### config.mk
export PLATFORM = sky130hd
export DESIGN_NAME = multdiv_issue_ctrl
export DESIGN_NICKNAME = d
export VERILOG_FILES = /design/src/rtl/multdiv_issue_ctrl.sv
export SDC_FILE = /design/constraint.sdc
export NUM_CORES = 1
export LEC_CHECK = 0
export ABC_AREA = 1
export CAP_MARGIN = 20
export CORE_MARGIN = 2
export CORE_UTILIZATION = 45
export CTS_BUF_LIST = sky130_fd_sc_hd__clkbuf_8
export DETAILED_ROUTE_END_ITERATION = 7
export DONT_BUFFER_PORTS = 1
export SYNTH_ARGS = -nofsm -noshare
export SYNTH_HDL_FRONTEND = slang
export SYNTH_SLANG_ARGS = --single-unit
### constraint.sdc
create_clock -name clock -period 1.4 [get_ports clock]
set_input_delay 0.14 -clock clock [delete_from_list [all_inputs] [get_ports clock]]
set_output_delay 0.14 -clock clock [all_outputs]
set_load 0.02 [all_outputs]
### src/rtl/multdiv_issue_ctrl.sv
// -----------------------------------------------------------------------------
// multdiv_issue_ctrl
//
// Sequences one multiply or divide between the execute stage and the
// multiply/divide controller. An accepted instruction has its operands and
// destination register captured. A single start pulse is sent to the
// controller. The pipeline is stalled until the controller reports ready or
// the wait budget runs out. Exactly one register-file write then carries the
// result or an rstatus code.
//
// Ports
//   clock, reset                 clock and synchronous active-high reset
//   issue_valid, is_mul, is_div  decoded instruction from execute
//   rd_in, operand_a, operand_b  destination register and source operands
//   md_result, md_exception,     controller completion interface
//   md_ready
//   mul, div                     one-cycle start pulses to the controller
//   data_operandA/B              held operands presented to the controller
//   stall                        combinational pipeline freeze
//   busy                         registered, state is not IDLE
//   wb_valid, wb_rd, wb_data     registered register-file write port
//   timeout                      current completion was forced by timeout
// -----------------------------------------------------------------------------
module multdiv_issue_ctrl #(
    parameter int TIMEOUT      = 40,
    parameter int RSTATUS_REG  = 30,
    parameter int MUL_EXC_CODE = 4,
    parameter int DIV_EXC_CODE = 5,
    parameter int TMO_EXC_CODE = 6
) (
    input  logic        clock,
    input  logic        reset,
    input  logic        issue_valid,
    input  logic        is_mul,
    input  logic        is_div,
    input  logic [4:0]  rd_in,
    input  logic [31:0] operand_a,
    input  logic [31:0] operand_b,
    input  logic [31:0] md_result,
    input  logic        md_exception,
    input  logic        md_ready,
    output logic        mul,
    output logic        div,
    output logic [31:0] data_operandA,
    output logic [31:0] data_operandB,
    output logic        stall,
    output logic        busy,
    output logic        wb_valid,
    output logic [4:0]  wb_rd,
    output logic [31:0] wb_data,
    output logic        timeout
);

    localparam logic [4:0]  RSTATUS_ADDR = 5'(RSTATUS_REG);
    localparam logic [31:0] MUL_CODE     = 32'(MUL_EXC_CODE);
    localparam logic [31:0] DIV_CODE     = 32'(DIV_EXC_CODE);
    localparam logic [31:0] TMO_CODE     = 32'(TMO_EXC_CODE);
    // The counter is compared before its increment, so the last WAIT
    // cycle is the one where it still holds TIMEOUT-1.
    localparam logic [7:0]  WAIT_LAST    = 8'(TIMEOUT - 1);

    typedef enum logic [1:0] {
        S_IDLE  = 2'd0,
        S_START = 2'd1,
        S_WAIT  = 2'd2,
        S_WB    = 2'd3
    } state_t;

    state_t      state_q, state_d;
    logic        op_mul_q, op_mul_d;
    logic [4:0]  rd_q, rd_d;
    logic [31:0] opa_q, opa_d;
    logic [31:0] opb_q, opb_d;
    logic [7:0]  cnt_q, cnt_d;
    logic        mul_q, mul_d;
    logic        div_q, div_d;
    logic        busy_q, busy_d;
    logic        wb_valid_q, wb_valid_d;
    logic [4:0]  wb_rd_q, wb_rd_d;
    logic [31:0] wb_data_q, wb_data_d;
    logic        timeout_q, timeout_d;
    logic        stall_c;

    always_comb begin
        state_d    = state_q;
        op_mul_d   = op_mul_q;
        rd_d       = rd_q;
        opa_d      = opa_q;
        opb_d      = opb_q;
        cnt_d      = cnt_q;
        mul_d      = 1'b0;
        div_d      = 1'b0;
        wb_valid_d = 1'b0;
        wb_rd_d    = 5'd0;
        wb_data_d  = 32'd0;
        timeout_d  = 1'b0;
        stall_c    = 1'b0;

        unique case (state_q)
            S_IDLE: begin
                if (issue_valid && (is_mul || is_div)) begin
                    // Multiply takes priority if decode flags both.
                    op_mul_d = is_mul;
                    rd_d     = rd_in;
                    opa_d    = operand_a;
                    opb_d    = operand_b;
                    // The start pulse is registered so that it lines up
                    // with the START cycle.
                    mul_d    = is_mul;
                    div_d    = ~is_mul;
                    stall_c  = 1'b1;
                    state_d  = S_START;
                end
            end
            S_START: begin
                // md_ready may still be high from the previous operation,
                // so it is deliberately not looked at here.
                cnt_d   = 8'd0;
                stall_c = 1'b1;
                state_d = S_WAIT;
            end
            S_WAIT: begin
                stall_c = 1'b1;
                cnt_d   = cnt_q + 8'd1;
                if (md_ready) begin
                    // Ready beats a coincident timeout.
                    state_d = S_WB;
                    if (md_exception) begin
                        wb_valid_d = 1'b1;
                        wb_rd_d    = RSTATUS_ADDR;
                        wb_data_d  = op_mul_q ? MUL_CODE : DIV_CODE;
                    end else begin
                        // Writes to r0 are suppressed.
                        wb_valid_d = (rd_q != 5'd0);
                        wb_rd_d    = rd_q;
                        wb_data_d  = md_result;
                    end
                end else if (cnt_q == WAIT_LAST) begin
                    state_d    = S_WB;
                    wb_valid_d = 1'b1;
                    wb_rd_d    = RSTATUS_ADDR;
                    wb_data_d  = TMO_CODE;
                    timeout_d  = 1'b1;
                end
            end
            S_WB: begin
                state_d = S_IDLE;
            end
            default: begin
                state_d = S_IDLE;
            end
        endcase

        busy_d = (state_d != S_IDLE);
    end

    always_ff @(posedge clock) begin
        if (reset) begin
            state_q    <= S_IDLE;
            op_mul_q   <= 1'b0;
            rd_q       <= 5'd0;
            opa_q      <= 32'd0;
            opb_q      <= 32'd0;
            cnt_q      <= 8'd0;
            mul_q      <= 1'b0;
            div_q      <= 1'b0;
            busy_q     <= 1'b0;
            wb_valid_q <= 1'b0;
            wb_rd_q    <= 5'd0;
            wb_data_q  <= 32'd0;
            timeout_q  <= 1'b0;
        end else begin
            state_q    <= state_d;
            op_mul_q   <= op_mul_d;
            rd_q       <= rd_d;
            opa_q      <= opa_d;
            opb_q      <= opb_d;
            cnt_q      <= cnt_d;
            mul_q      <= mul_d;
            div_q      <= div_d;
            busy_q     <= busy_d;
            wb_valid_q <= wb_valid_d;
            wb_rd_q    <= wb_rd_d;
            wb_data_q  <= wb_data_d;
            timeout_q  <= timeout_d;
        end
    end

    // A reset arriving in the START or WB cycle must not let a start
    // pulse or a register write escape in that same cycle.
    assign mul           = mul_q & ~reset;
    assign div           = div_q & ~reset;
    assign wb_valid      = wb_valid_q & ~reset;
    assign timeout       = timeout_q & ~reset;
    assign wb_rd         = wb_rd_q;
    assign wb_data       = wb_data_q;
    assign data_operandA = opa_q;
    assign data_operandB = opb_q;
    assign busy          = busy_q;
    assign stall         = stall_c;

endmodule

==> out/qor.log <==
qor: sta.timing.setup.tns -303.1 ps
qor: setup_path.worstPathRequired 1750 ps
qor: clock_tree.htree_levels 4
qor: pwr.leakage 2.320 nW
qor: cells_and_area.stdcell_count 735
qor: placement.hpwl 6960 µm
qor: sta.final_hold_viol_count 69
qor: setup_path.crit_path_start_kind register
qor: placement.place.gp.congestion 0.7430
qor: drt.detailedRoute.firstPassIterationCount 4
qor: min_path.min_path_type in2reg
qor: sta.final_min_period_over_clock_period 108.5%
qor: outcome.result_of_the_run finished with violations
qor: cells_and_area.fillerInstances 804
qor: global_routing.grt_most_used_layer met2
qor: logic_synthesis.yosysSeqAreaShare 57.19%
qor: logic_synthesis.synth-seq-cells 122
qor: logic_synthesis.synth-edff-count 0
qor: pwr.fin_total_pwr 10.06 mW
qor: logic_synthesis.synth-main-ff-cell dfxtp_1
qor: sta.minimum_setup_slack_in_the_final_design -118.7 ps
qor: drt.route.final.wire_length 11,610 µm
qor: setup_path.worst-setup-path-type reg2reg
qor: clock_tree.cts_buffers 17
qor: pwr.peakVddDrop 763.7 µV
qor: clock_tree.clkLatencyLatePin 420 ps
qor: clock_tree.clk_pin_slew 80 ps
qor: logic_synthesis.most_common_cell_in_the_netlist nand2_1
qor: global_routing.largest_net_degree_at_the_start_of_global_routing 74
qor: logic_synthesis.syn_inst 530
qor: setup_path.worst-r2r-setup-slack -120 ps
qor: global_routing.global_route_wire_length_before_repair 15,760 µm
qor: setup_path.setup.worst_path.end_class register
qor: cells_and_area.ff_latch_area 0.002446 mm²
qor: clock_tree.tritoncts done
qor: drt.detail_route.vias_per_cell 4.939
qor: global_routing.first_global_vias 3,334
qor: placement.place_worst_setup_slack -12.47 ps
qor: cells_and_area.multiInputGateArea 0.001575 mm²
qor: logic_synthesis.ys_async_sr_fraction 0%
qor: logic_synthesis.synth.distinct_cells 24
qor: drt.detailroute.via_count 3,630
qor: clock_tree.clkSinkCount 122
qor: floorplan.rows 35
qor: placement.dp.cells 646
qor: global_routing.grt_use_met3 7.453%
qor: drt.first_iter_violations 109
qor: global_routing.number_of_antenna_violations_at_the_first_check_in_global_routing 0
qor: job.drv_cap 0
qor: outcome.failed_checks negative hold slack, negative setup slack
qor: floorplan.start_util 46.22%
qor: logic_synthesis.synthesis.area_per_instance 8.057 µm²
qor: cells_and_area.postLayoutCoreUtil 60.54%
qor: clock_tree.cts-hold-fix-buffers 42
qor: sta.skew 9.389 ps
qor: sta.hold_ws -231.7 ps
qor: logic_synthesis.synth-warning-count 0
qor: setup_path.arrival 1870 ps
qor: global_routing.grt_use_met2 33.47%
qor: logic_synthesis.synthDominantAreaCellType dfxtp_1
qor: cells_and_area.syn_to_final_growth 31.00%
qor: logic_synthesis.synth.top_cell.area_share 57.19%
qor: sta.setup_viol 6
qor: clock_tree.cts_max_path_buffers 2
qor: floorplan.core_region_area 0.009240 mm²
qor: cells_and_area.drive_above_1_share 16.67%
qor: sta.grt_setup_unrepaired yes
qor: cells_and_area.insertedDiodeCount 0
qor: cells_and_area.stdcell_area 0.005594 mm²
qor: drt.drc 0
qor: placement.buffer_ports.inserted 0
qor: floorplan.die_area 0.01029 mm²
qor: global_routing.grtUsageMet1 22.20%
qor: drt.post_drt_wl_per_cell 15.79 µm
qor: global_routing.grt.total_usage 19.82%
qor: pwr.power.density 1799 mW/mm²
qor: drt.drt_antenna_net_count 0
qor: clock_tree.cts-root-buf clkbuf_8
qor: sta.worstMarginPinSlew 539.0 ps
qor: setup_path.path_max_fanout 5
qor: cells_and_area.nNetsFinal 707
qor: floorplan.floorplan.io_pins 215
qor: sta.timing.final.max_slew_violations 0
qor: logic_synthesis.syn_area 0.004270 mm²
qor: global_routing.globalRoute.totalOverflow 0
qor: sta.fin_crit 1519 ps
qor: placement.dpl-instance-area 0.004412 mm²
qor: floorplan.chipHeight 101.4 µm
qor: floorplan.chipWidth 101.4 µm
qor: logic_synthesis.synth.cells.most_frequent 161 x nand2_1, 122 x dfxtp_1, 79 x a21oi_1
qor: sta.max_slew_margin 63.93%
qor: logic_synthesis.ys_top_cells_by_area dfxtp_1 57%, nand2_1 14%, a21oi_1 9.3%
qor: sta.timing.fmax 0.6585 GHz
qor: logic_synthesis.synth.net_count 644
## cells in the final DEF, fill, tap and decap left out, types with 2 or more instances in the layout
master / n
nor3b_2: 4
o21ai_0: 5
bufinv_16: 3
nor2_1: 49
clkbuf_8: 17
dfxtp_1: 119
nor3_1: 4
o21ai_1: 4
nand2_1: 153
a21oi_1: 69
ha_1: 5
inv_1: 49
buf_6: 5
inv_2: 4
clkinvlp_4: 2
clkinv_4: 6
nand2_2: 7
nor2_4: 2
dfxtp_2: 3
dlygate4sd3_1: 42
buf_4: 15
a21oi_2: 10
buf_12: 3
nand3_1: 3
inv_8: 3
clkbuf_16: 3
## what timing repair did
action | CTS | global route
gates resized for setup | 19 | 34
hold endpoints to repair | 112 | 69
setup buffers | 5 | 5
cloned | 0 | 5
endpoints found under the setup margin | 3 | 106
pin swaps | 4 | 5
## cell families after synthesis
| family | after synthesis | share of synthesized area (%) |
|---|---|---|
| compound gates | 91 | 10.78 |
| fa+ha+maj | 6 | 1.758 |
| buf+inv | 81 | 8.761 |
| flops | 122 | 57.19 |
| simple gates | 230 | 21.51 |
## flip-flops by register name, summed over array words and instances (netlist names)
| signal | count |
|---|---|
| data_operandB | 32 |
| wb_data | 32 |
| wb_valid_q | 1 |
| wb_rd | 5 |
| op_mul_q | 1 |
| mul_q | 1 |
| rd_q | 5 |
| state_q | 2 |
| cnt_q | 8 |
| timeout_q | 1 |
| data_operandA | 32 |
| busy | 1 |
| div_q | 1 |
## layout make-up
class	instances	area share, %
clock inverters	15	3.467
flip-flops and latches	122	43.73
inverters	55	3.869
well taps	129	2.885
multi-input cells	327	28.16
clock buffers	17	4.182
repair buffers	70	13.71
## worst max-delay path: stages (launching register included)
cell and delay (ps):
dfxtp_2 340, inv_2 50, ha_4 280, inv_4 30
buf_4 130, buf_6 120, nor2_4 100, nand3_2 100
o21ai_2 150, nor3b_2 150
## metal layers
metal	wire (µm)	up-vias
li1	-	1777
met1	4668	1663
met2	5748	165
met3	936	25
met4	255	0
met5	0	-
## power by group
| part | leakage [nW] | switching, mW | internal, mW |
|---|---|---|---|
| Combinational | 1.12 | 1.11 | 0.980 |
| Sequential | 0.994 | 0.735 | 3.92 |
| Clock | 0.210 | 1.52 | 1.80 |
## final timing paths
| check | from | to | depth (start not counted) |
|---|---|---|---|
| max | state_q[0]$_SDFF_PP0_ | cnt_q[6]$_SDFFE_PP0P_ | 9 |
| min | reset | data_operandA[1]$_SDFFE_PP0P_ | 1 |
| max reg2reg | state_q[0]$_SDFF_PP0_ | cnt_q[6]$_SDFFE_PP0P_ | 9 |
| min reg2reg | rd_q[0]$_SDFFE_PP0P_ | wb_rd[0]$_SDFF_PP0_ | 2 |
Note: power is estimated with default switching activity, not from simulation.
